===== src/rtl/expr_pkg.sv =====
// Shared definitions for the expression recognizer.
//   state_t  : FSM state encoding (S_CLOSE exists only with parenthesis support)
//   cclass_t : character class produced by expr_char_class
//   ASCII_*  : character codes for digits, operators and parentheses
// Optional feature macro: EXPR_RECOGNIZER_PAREN_EN (enables parenthesis handling).
package expr_pkg;

`ifdef EXPR_RECOGNIZER_PAREN_EN
    typedef enum logic [2:0] {S_START, S_NUM, S_OP, S_CLOSE, S_ERR} state_t;
`else
    typedef enum logic [2:0] {S_START, S_NUM, S_OP, S_ERR} state_t;
`endif

    typedef enum logic [2:0] {C_DIG, C_OP, C_LP, C_RP, C_BAD} cclass_t;

    localparam logic [7:0] ASCII_0     = 8'h30;
    localparam logic [7:0] ASCII_9     = 8'h39;
    localparam logic [7:0] ASCII_PLUS  = 8'h2B;
    localparam logic [7:0] ASCII_STAR  = 8'h2A;
    localparam logic [7:0] ASCII_MINUS = 8'h2D;
    localparam logic [7:0] ASCII_SLASH = 8'h2F;
    localparam logic [7:0] ASCII_LP    = 8'h28;
    localparam logic [7:0] ASCII_RP    = 8'h29;

endpackage


===== src/rtl/expr_char_class.sv =====
// Combinational character classifier.
//   Parameter EXT_OPS : 1 adds '-' and '/' to the operator set.
//   in  [7:0]         : ASCII character
//   cls               : DIG, OP, LP, RP or BAD
// Optional feature macro: EXPR_RECOGNIZER_PAREN_EN. Without it '(' and ')'
// classify as BAD.
module expr_char_class
    import expr_pkg::*;
#(
    parameter bit EXT_OPS = 1'b0
) (
    input  logic [7:0] in,
    output cclass_t    cls
);

`ifdef EXPR_RECOGNIZER_PAREN_EN
    localparam cclass_t LP_CLASS = C_LP;
    localparam cclass_t RP_CLASS = C_RP;
`else
    localparam cclass_t LP_CLASS = C_BAD;
    localparam cclass_t RP_CLASS = C_BAD;
`endif

    always_comb begin
        cls = C_BAD;
        if (in >= ASCII_0 && in <= ASCII_9) begin
            cls = C_DIG;
        end else if (in == ASCII_PLUS || in == ASCII_STAR) begin
            cls = C_OP;
        end else if (EXT_OPS && (in == ASCII_MINUS || in == ASCII_SLASH)) begin
            cls = C_OP;
        end else if (in == ASCII_LP) begin
            cls = LP_CLASS;
        end else if (in == ASCII_RP) begin
            cls = RP_CLASS;
        end
    end

endmodule


===== src/rtl/expr_recognizer.sv =====
// Streaming recognizer for arithmetic expressions of the form
//   num (op num)* with optional parenthesised sub-expressions.
//   clk      : clock
//   clr      : synchronous active-high reset
//   in_valid : qualifies in; idle cycles hold all state
//   in [7:0] : ASCII character
//   out      : accepted prefix is a complete valid expression (registered)
//   err      : sticky syntax error (registered)
//   depth    : current open-parenthesis count
// Optional feature macro: EXPR_RECOGNIZER_PAREN_EN. Without it parentheses are
// syntax errors, S_CLOSE and the depth counter do not exist, depth reads 0.
module expr_recognizer
    import expr_pkg::*;
#(
    parameter int MAX_DIGITS = 4,
    parameter int MAX_DEPTH  = 3,
    parameter bit EXT_OPS    = 1'b0
) (
    input  logic                           clk,
    input  logic                           clr,
    input  logic                           in_valid,
    input  logic [7:0]                     in,
    output logic                           out,
    output logic                           err,
    output logic [$clog2(MAX_DEPTH+1)-1:0] depth
);

    localparam int DW = $clog2(MAX_DEPTH + 1);
    localparam int CW = $clog2(MAX_DIGITS + 1);
    localparam logic [CW-1:0] CNT_MAX = CW'(MAX_DIGITS);

    cclass_t       w_cls;
    state_t        r_state, w_next_state;
    logic [CW-1:0] r_cnt, w_next_cnt;
    logic          r_out, r_err;
    logic          w_next_out;

    expr_char_class #(.EXT_OPS(EXT_OPS)) u_class (
        .in  (in),
        .cls (w_cls)
    );

`ifdef EXPR_RECOGNIZER_PAREN_EN
    localparam logic [DW-1:0] DEPTH_MAX = DW'(MAX_DEPTH);
    logic [DW-1:0] r_depth, w_next_depth;
`endif

    always_comb begin
        w_next_state = r_state;
        w_next_cnt   = r_cnt;
`ifdef EXPR_RECOGNIZER_PAREN_EN
        w_next_depth = r_depth;
`endif
        case (r_state)
            S_START, S_OP: begin
                if (w_cls == C_DIG) begin
                    w_next_state = S_NUM;
                    w_next_cnt   = CW'(1);
`ifdef EXPR_RECOGNIZER_PAREN_EN
                end else if (w_cls == C_LP) begin
                    // Overflowing the nesting limit errors without touching depth.
                    if (r_depth == DEPTH_MAX) begin
                        w_next_state = S_ERR;
                    end else begin
                        w_next_state = S_START;
                        w_next_depth = r_depth + DW'(1);
                    end
`endif
                end else begin
                    w_next_state = S_ERR;
                end
            end
            S_NUM: begin
                if (w_cls == C_DIG) begin
                    // Counter saturates: the overflowing digit errors, count stays.
                    if (r_cnt == CNT_MAX) begin
                        w_next_state = S_ERR;
                    end else begin
                        w_next_cnt = r_cnt + CW'(1);
                    end
                end else if (w_cls == C_OP) begin
                    w_next_state = S_OP;
`ifdef EXPR_RECOGNIZER_PAREN_EN
                end else if (w_cls == C_RP) begin
                    if (r_depth == '0) begin
                        w_next_state = S_ERR;
                    end else begin
                        w_next_state = S_CLOSE;
                        w_next_depth = r_depth - DW'(1);
                    end
`endif
                end else begin
                    w_next_state = S_ERR;
                end
            end
`ifdef EXPR_RECOGNIZER_PAREN_EN
            S_CLOSE: begin
                if (w_cls == C_OP) begin
                    w_next_state = S_OP;
                end else if (w_cls == C_RP) begin
                    if (r_depth == '0) begin
                        w_next_state = S_ERR;
                    end else begin
                        w_next_state = S_CLOSE;
                        w_next_depth = r_depth - DW'(1);
                    end
                end else begin
                    w_next_state = S_ERR;
                end
            end
`endif
            default: begin
                // S_ERR absorbs everything until clr.
                w_next_state = r_state;
            end
        endcase

        // out is computed from the next state so it registers alongside it.
`ifdef EXPR_RECOGNIZER_PAREN_EN
        w_next_out = ((w_next_state == S_NUM) || (w_next_state == S_CLOSE)) &&
                     (w_next_depth == '0);
`else
        w_next_out = (w_next_state == S_NUM);
`endif
    end

    always_ff @(posedge clk) begin
        if (clr) begin
            r_state <= S_START;
            r_cnt   <= '0;
            r_out   <= 1'b0;
            r_err   <= 1'b0;
`ifdef EXPR_RECOGNIZER_PAREN_EN
            r_depth <= '0;
`endif
        end else if (in_valid) begin
            r_state <= w_next_state;
            r_cnt   <= w_next_cnt;
            r_out   <= w_next_out;
            r_err   <= (w_next_state == S_ERR);
`ifdef EXPR_RECOGNIZER_PAREN_EN
            r_depth <= w_next_depth;
`endif
        end
    end

    assign out = r_out;
    assign err = r_err;
`ifdef EXPR_RECOGNIZER_PAREN_EN
    assign depth = r_depth;
`else
    assign depth = '0;
`endif

endmodule


===== config.mk =====
export PLATFORM = sky130hd
export DESIGN_NAME = expr_recognizer
export DESIGN_NICKNAME = d
export VERILOG_FILES = /design/src/rtl/expr_pkg.sv /design/src/rtl/expr_char_class.sv /design/src/rtl/expr_recognizer.sv
export SDC_FILE = /design/constraint.sdc
export NUM_CORES = 1
export LEC_CHECK = 0
export ABC_AREA = 1
export BUFFER_PORTS_ARGS = -buffer_cell sky130_fd_sc_hd__buf_2
export CORE_AREA = 2 2 39 41
export CTS_BUF_LIST = sky130_fd_sc_hd__clkbuf_8
export DETAILED_ROUTE_END_ITERATION = 6
export DIE_AREA = 0 0 41 43
export PLACE_DENSITY = 0.63
export SLEW_MARGIN = 10
export SYNTH_ARGS = -nofsm -noshare
export SYNTH_HDL_FRONTEND = slang
export SYNTH_SLANG_ARGS = --single-unit

===== constraint.sdc =====
create_clock -name clk -period 1.2 [get_ports clk]
set_input_delay 0.24 -clock clk [delete_from_list [all_inputs] [get_ports clk]]
set_output_delay 0.24 -clock clk [all_outputs]
set_load 0.05 [all_outputs]

==> results.cfg, run 1 <==
[clocking]
cts_tree = yes
hold_buffers = 0
cts-root-buf = clkbuf_8
htree_levels = 1
cts_buffer_depth = 2
cts_made_buffers = 3
path_clk_slew_ns = 0.04
cts_num_sinks = 8
clk_latency_ns = 0.23

[timing]
worst_clock_skew_ns = 0.002644
rsz0062_at_grt = yes
setup_viol = 1
max_clock_freq_mhz = 829.5
whs_ns = 0.2855
final-hold-violation-count = 0
layout_setup_ws_ns = -0.005604
period_needed_ns = 1.206
slew_violations = 0
period_share_pct = 100.5

[critical_path]
crit_path_top_delay_cell = dfxtp_2
critPathBufInv = 2
cpPeakStageDelay_ns = 0.32
crit_path_frequent_cell = nand3_2
worst-path-max-fanout = 2
worstSetupStartpointType = register
r2r_setup_slack_ns = -0.006
path_cells = inv_2 > ha_4 > nand2_4 > buf_6 > nand2_2 > nand3_2 > nand3_4 > nand3_2 > a21oi_2
end_kind = register
cpLargestDelayFamily = simple AND/OR/NAND/NOR gates
critPathKind = reg -> reg
cp_data_required_time_ns = 1.36
cp.arrival_ns = 1.37

[grt]
grt_overflow_total = 0
grt_pass1_vias = 440
antenna_found_initial = 0
grtUsageTotal_pct = 13.91
grt_pass1_wl_um = 1656
grt_max_degree = 9

[route]
routed_wl_um = 1079
drt-wirelength-per-cell_um = 9.991
drtIter0Drc = 8
via_count = 502
drtPass1Iterations = 4
route.antenna.remaining_nets = 0
via_per_inst = 4.648
drcViolationCount = 0

[status]
status = finished, violations left
violations = negative setup slack

[place]
dp_hpwl_um = 730.4
io_buffer_count = 11
dp_cells = 103
place_congestion = 0.7731

[yosys]
yosys.area.top_type = dfxtp_1
ys_warn_count = 0
synth_area_um2 = 494.2
yosysUniqueCellTypes = 18
synth_cells = 73
syn_avg_cell_area_um2 = 6.770
synth-seq-cells = 8
synth_area_leaders = dfxtp_1 (32%), nand2_1 (12%), nor2_1 (8.4%)
synth_top_cell_area_share_pct = 32.41
seq_area_frac_synth_pct = 32.41

[cells_and_area]
fin_util_pct = 52.89
final_common_cell = nand2_1
final_nets = 107
post_route_cells_drive_above_1_share_pct = 47.83
instances_no_fill = 108
antenna_cells = 0
final_cell_mix = nand2_1 (13), nor2_1 (11), buf_2 (11)
syn2layout_area_growth_pct = 48.10

[pwr]
leakagePower_nw = 0.3580
p_per_area_nw_per_um2 = 1034
ir_worst_vdd_uv = 752.7
totalPowerFinal_w = 0.0007570

[floorplan]
fp.dieArea_um2 = 1763
die_w_um = 41
rows = 14
die_height_um = 43
core_um2 = 1384
io_pins = 15
initial_core_util_pct = 35.71

[hold_path]
hold_path.class = in -> reg

[run]
cap_violations = 0
[layout make-up]
type / instances / area, µm²
Fill cell: 132 / 651.9
Multi-Input combinational cell: 52 / 345.3
Sequential cell: 8 / 166.4
Timing Repair Buffer: 18 / 115.1
Inverter: 11 / 43.79
Clock buffer: 3 / 41.29
Tap cell: 16 / 20.02
[sequential cells by signal, indices dropped and copies added, names as in the netlist]
signal,flops
err,1
out,1
r_cnt,3
r_state,3
[kinds of logic after synthesis]
group / count (synthesis) / synth area share, %
flops: 8 / 32.40
xor+xnor: 1 / 1.772
other cells: 1 / 0.7588
buf+inv: 14 / 12.15
simple gates: 36 / 33.67
compound gates: 11 / 14.18
fa+ha+maj: 2 / 5.062
[worst paths after layout]
check / start / end / cells after the start
setup / recovery: r_cnt[0] / err / 9
hold / removal: clr / r_cnt[1] / 2
setup reg to reg: r_cnt[0] / err / 9
hold reg to reg: err / err / 2
[worst register-to-register path, stage by stage, from the launching register on]
cell	delay, ns
dfxtp_2	0.32
inv_2	0.07
ha_4	0.13
nand2_4	0.05
buf_6	0.11
nand2_2	0.05
nand3_2	0.09
nand3_4	0.11
nand3_2	0.09
a21oi_2	0.13
[repair_timing]
item / in CTS / in global routing
endpoints found under the setup margin: 5 / 6
setup buffers: 0 / 2
pin swaps: 5 / 8
gates resized for setup: 7 / 14
[stage by stage]
step | instance area (µm²) | setup slack (ns) | TNS, ns
3_5_place_dp | 595.6 | -0.08188 | -0.1958
3_3_place_gp | 595.6 | -0.06882 | -0.1335
2_1_floorplan | 501.7 | 0.001866 | 0
4_1_cts | 664.4 | 0.0008352 | 0
6_report | 732.0 | -0.005604 | -0.005604
5_1_grt | 732.0 | -0.07829 | -0.3516
[cell usage after synthesis]
library cell / instances
a21oi_1: 2
inv_2: 1
inv_1: 10
o21ai_1: 4
conb_1: 1
o21ai_0: 1
nand4_1: 2
nand2_1: 16
ha_1: 2
xor2_1: 1
nand2_4: 1
nor3_4: 1
dfxtp_1: 8
a21oi_2: 4
nand3_1: 5
clkbuf_1: 1
nor2_1: 11
buf_4: 2
[layer usage]
| metal | track usage, % | vias to the layer above | wire length, µm |
|---|---|---|---|
| li1 | - | 266 | - |
| met1 | 16.61 | 218 | 507 |
| met2 | 20.63 | 16 | 493 |
| met3 | 4.712 | 2 | 63 |
| met4 | 8.000 | 0 | 14 |
| met5 | 0 | - | 0 |
[where the power goes]
part | switching, W | internal [W]
clock | 0.000103 | 0.000217
sequential | 0.0000118 | 0.000278
combinational | 0.0000926 | 0.0000543
No activity file was read; power rests on OpenSTA's default activity.
==> run 2, diff against run 1 <==
==> constraint.sdc (replaced) <==
create_clock -name clk -period 1.2 [get_ports clk]
set_input_delay 0 -clock clk [delete_from_list [all_inputs] [get_ports clk]]
set_output_delay 0 -clock clk [all_outputs]
set_load 0.05 [all_outputs]
==> run 2 against run 1 <==
The flow still finishes with violations (negative setup slack). Sequential share of layout area rose by 0.44 points. Sequential cell count stayed put. Worst hold slack got worse by 0.24 ns. Register-to-register slack worse by 0.03 ns. Fmax decreased by 2.7%. Global-route usage rose by 1.2 points. Worst setup slack got worse by 0.034 ns. Critical path depth shrank 2. Core utilization is 0.99 points lower. Critical path type unchanged. Critical endpoint is now r_cnt[0]. Largest cell class unchanged.
==> results.cfg, run 2 (synthesis results as in run 1) <==
[status]
status = finished, violations left
violations = negative setup slack

[route]
via_count = 509
drcViolationCount = 0
drtIter0Drc = 4
drtPass1Iterations = 2
route.antenna.remaining_nets = 0
via_per_inst = 4.757
routed_wl_um = 1181
drt-wirelength-per-cell_um = 11.04

[timing]
slew_violations = 0
setup_viol = 3
period_share_pct = 103.3
whs_ns = 0.04257
final-hold-violation-count = 0
rsz0062_at_grt = yes
worst_clock_skew_ns = 0.004702
period_needed_ns = 1.239
finalSetupTns_ns = -0.05890
max_clock_freq_mhz = 806.8
layout_setup_ws_ns = -0.03950

[place]
dp_cells = 103
place_congestion = 0.7815
dp_hpwl_um = 755
io_buffer_count = 11
pre_cts_slack_ns = -0.07877

[floorplan]
die_w_um = 41
initial_core_util_pct = 35.71
rows = 14
die_height_um = 43
fp.dieArea_um2 = 1763
io_pins = 15
core_um2 = 1384

[critical_path]
critPathKind = reg -> reg
end_kind = register
cp_data_required_time_ns = 1.31
cpPeakStageDelay_ns = 0.37
crit_path_top_delay_cell = dfxtp_4
critPathBufInv = 1
cp.arrival_ns = 1.35
path_cells = inv_4 > nor3_4 > a21oi_4 > nand2_4 > nand2_2 > o21ai_2 > nor2_1
worstSetupStartpointType = register
rr_startpoint = r_state[0]
worst-path-max-fanout = 5
cp-startpoint = r_state[0]
cpLargestDelayFamily = simple AND/OR/NAND/NOR gates

[cells_and_area]
final-seq-area_um2 = 166.4
instances_no_fill = 107
antenna_cells = 0
multi_input_area_um2 = 339.1
final_nets = 106
final_common_cell = nand2_1
largestRegisters = r_cnt: 3 flops, r_state: 3 flops
n_fill_cell = 143
post_route_cells_drive_above_1_share_pct = 47.25
final_cell_mix = nand2_1 (14), nor2_1 (11), buf_2 (11)
syn2layout_area_growth_pct = 45.32

[clocking]
htree_levels = 1
hold_buffers = 0
cts_num_sinks = 8
cts-root-buf = clkbuf_8
clk_latency_ns = 0.23
cts_buffer_depth = 2
path_clk_slew_ns = 0.04
cts_made_buffers = 3
cts_tree = yes

[grt]
antenna_found_initial = 0
grt_pass1_wl_um = 1752
grt_max_degree = 9
grt_pass1_vias = 452
grtUsageTotal_pct = 15.12
grt_overflow_total = 0

[hold_path]
hold_start = clr
hold_path.class = in -> reg

[pwr]
totalPowerFinal_w = 0.0007663
p_per_area_nw_per_um2 = 1067
ir_worst_vdd_uv = 738.5
leakagePower_nw = 0.3528

[run]
cap_violations = 0
run 2: through the flow:
step	utilization (%)	area, µm²
floorplan	-	501.7
global placement	43.04	595.6
detailed placement	43.04	595.6
CTS	48.55	671.9
global route	51.90	718.2
finish	51.90	718.2
run 2: per-layer routing:
metal  share of wire (%)  track usage (%)  wire (µm)  vias up
li1                    -                -          -      262
met1                  43            19.22        512      229
met2                  50            21.88        591       15
met3                 4.7            3.141         55        3
met4                 1.8            10.00         21        0
met5                   0                0          0        -
run 2: final cells by class:
type	instances	area share (%)
clock buffers	3	5.749
inverters	11	6.098
multi-input cells	52	47.21
flip-flops and latches	8	23.17
well taps	16	2.787
repair buffers	17	14.98
run 2: where the power goes:
group / internal (W) / switching, W
Sequential: 0.000278 / 0.0000118
Combinational: 0.0000528 / 0.0000942
Clock: 0.000218 / 0.000112
Total: 0.000549 / 0.000218
run 2: worst paths after layout:
path | to | depth (start not counted) | slack (ns)
setup / recovery | r_cnt[0] | 7 | -0.04
hold / removal | r_cnt[1] | 2 | 0.04
setup reg to reg | r_cnt[0] | 7 | -0.04
hold reg to reg | out | 2 | 0.46
run 2: timing repair:
action                     4_1_cts  5_1_grt
pin swaps                        5        9
setup endpoints to repair        5        6
resized for setup                9       11
buffers inserted                 0        1
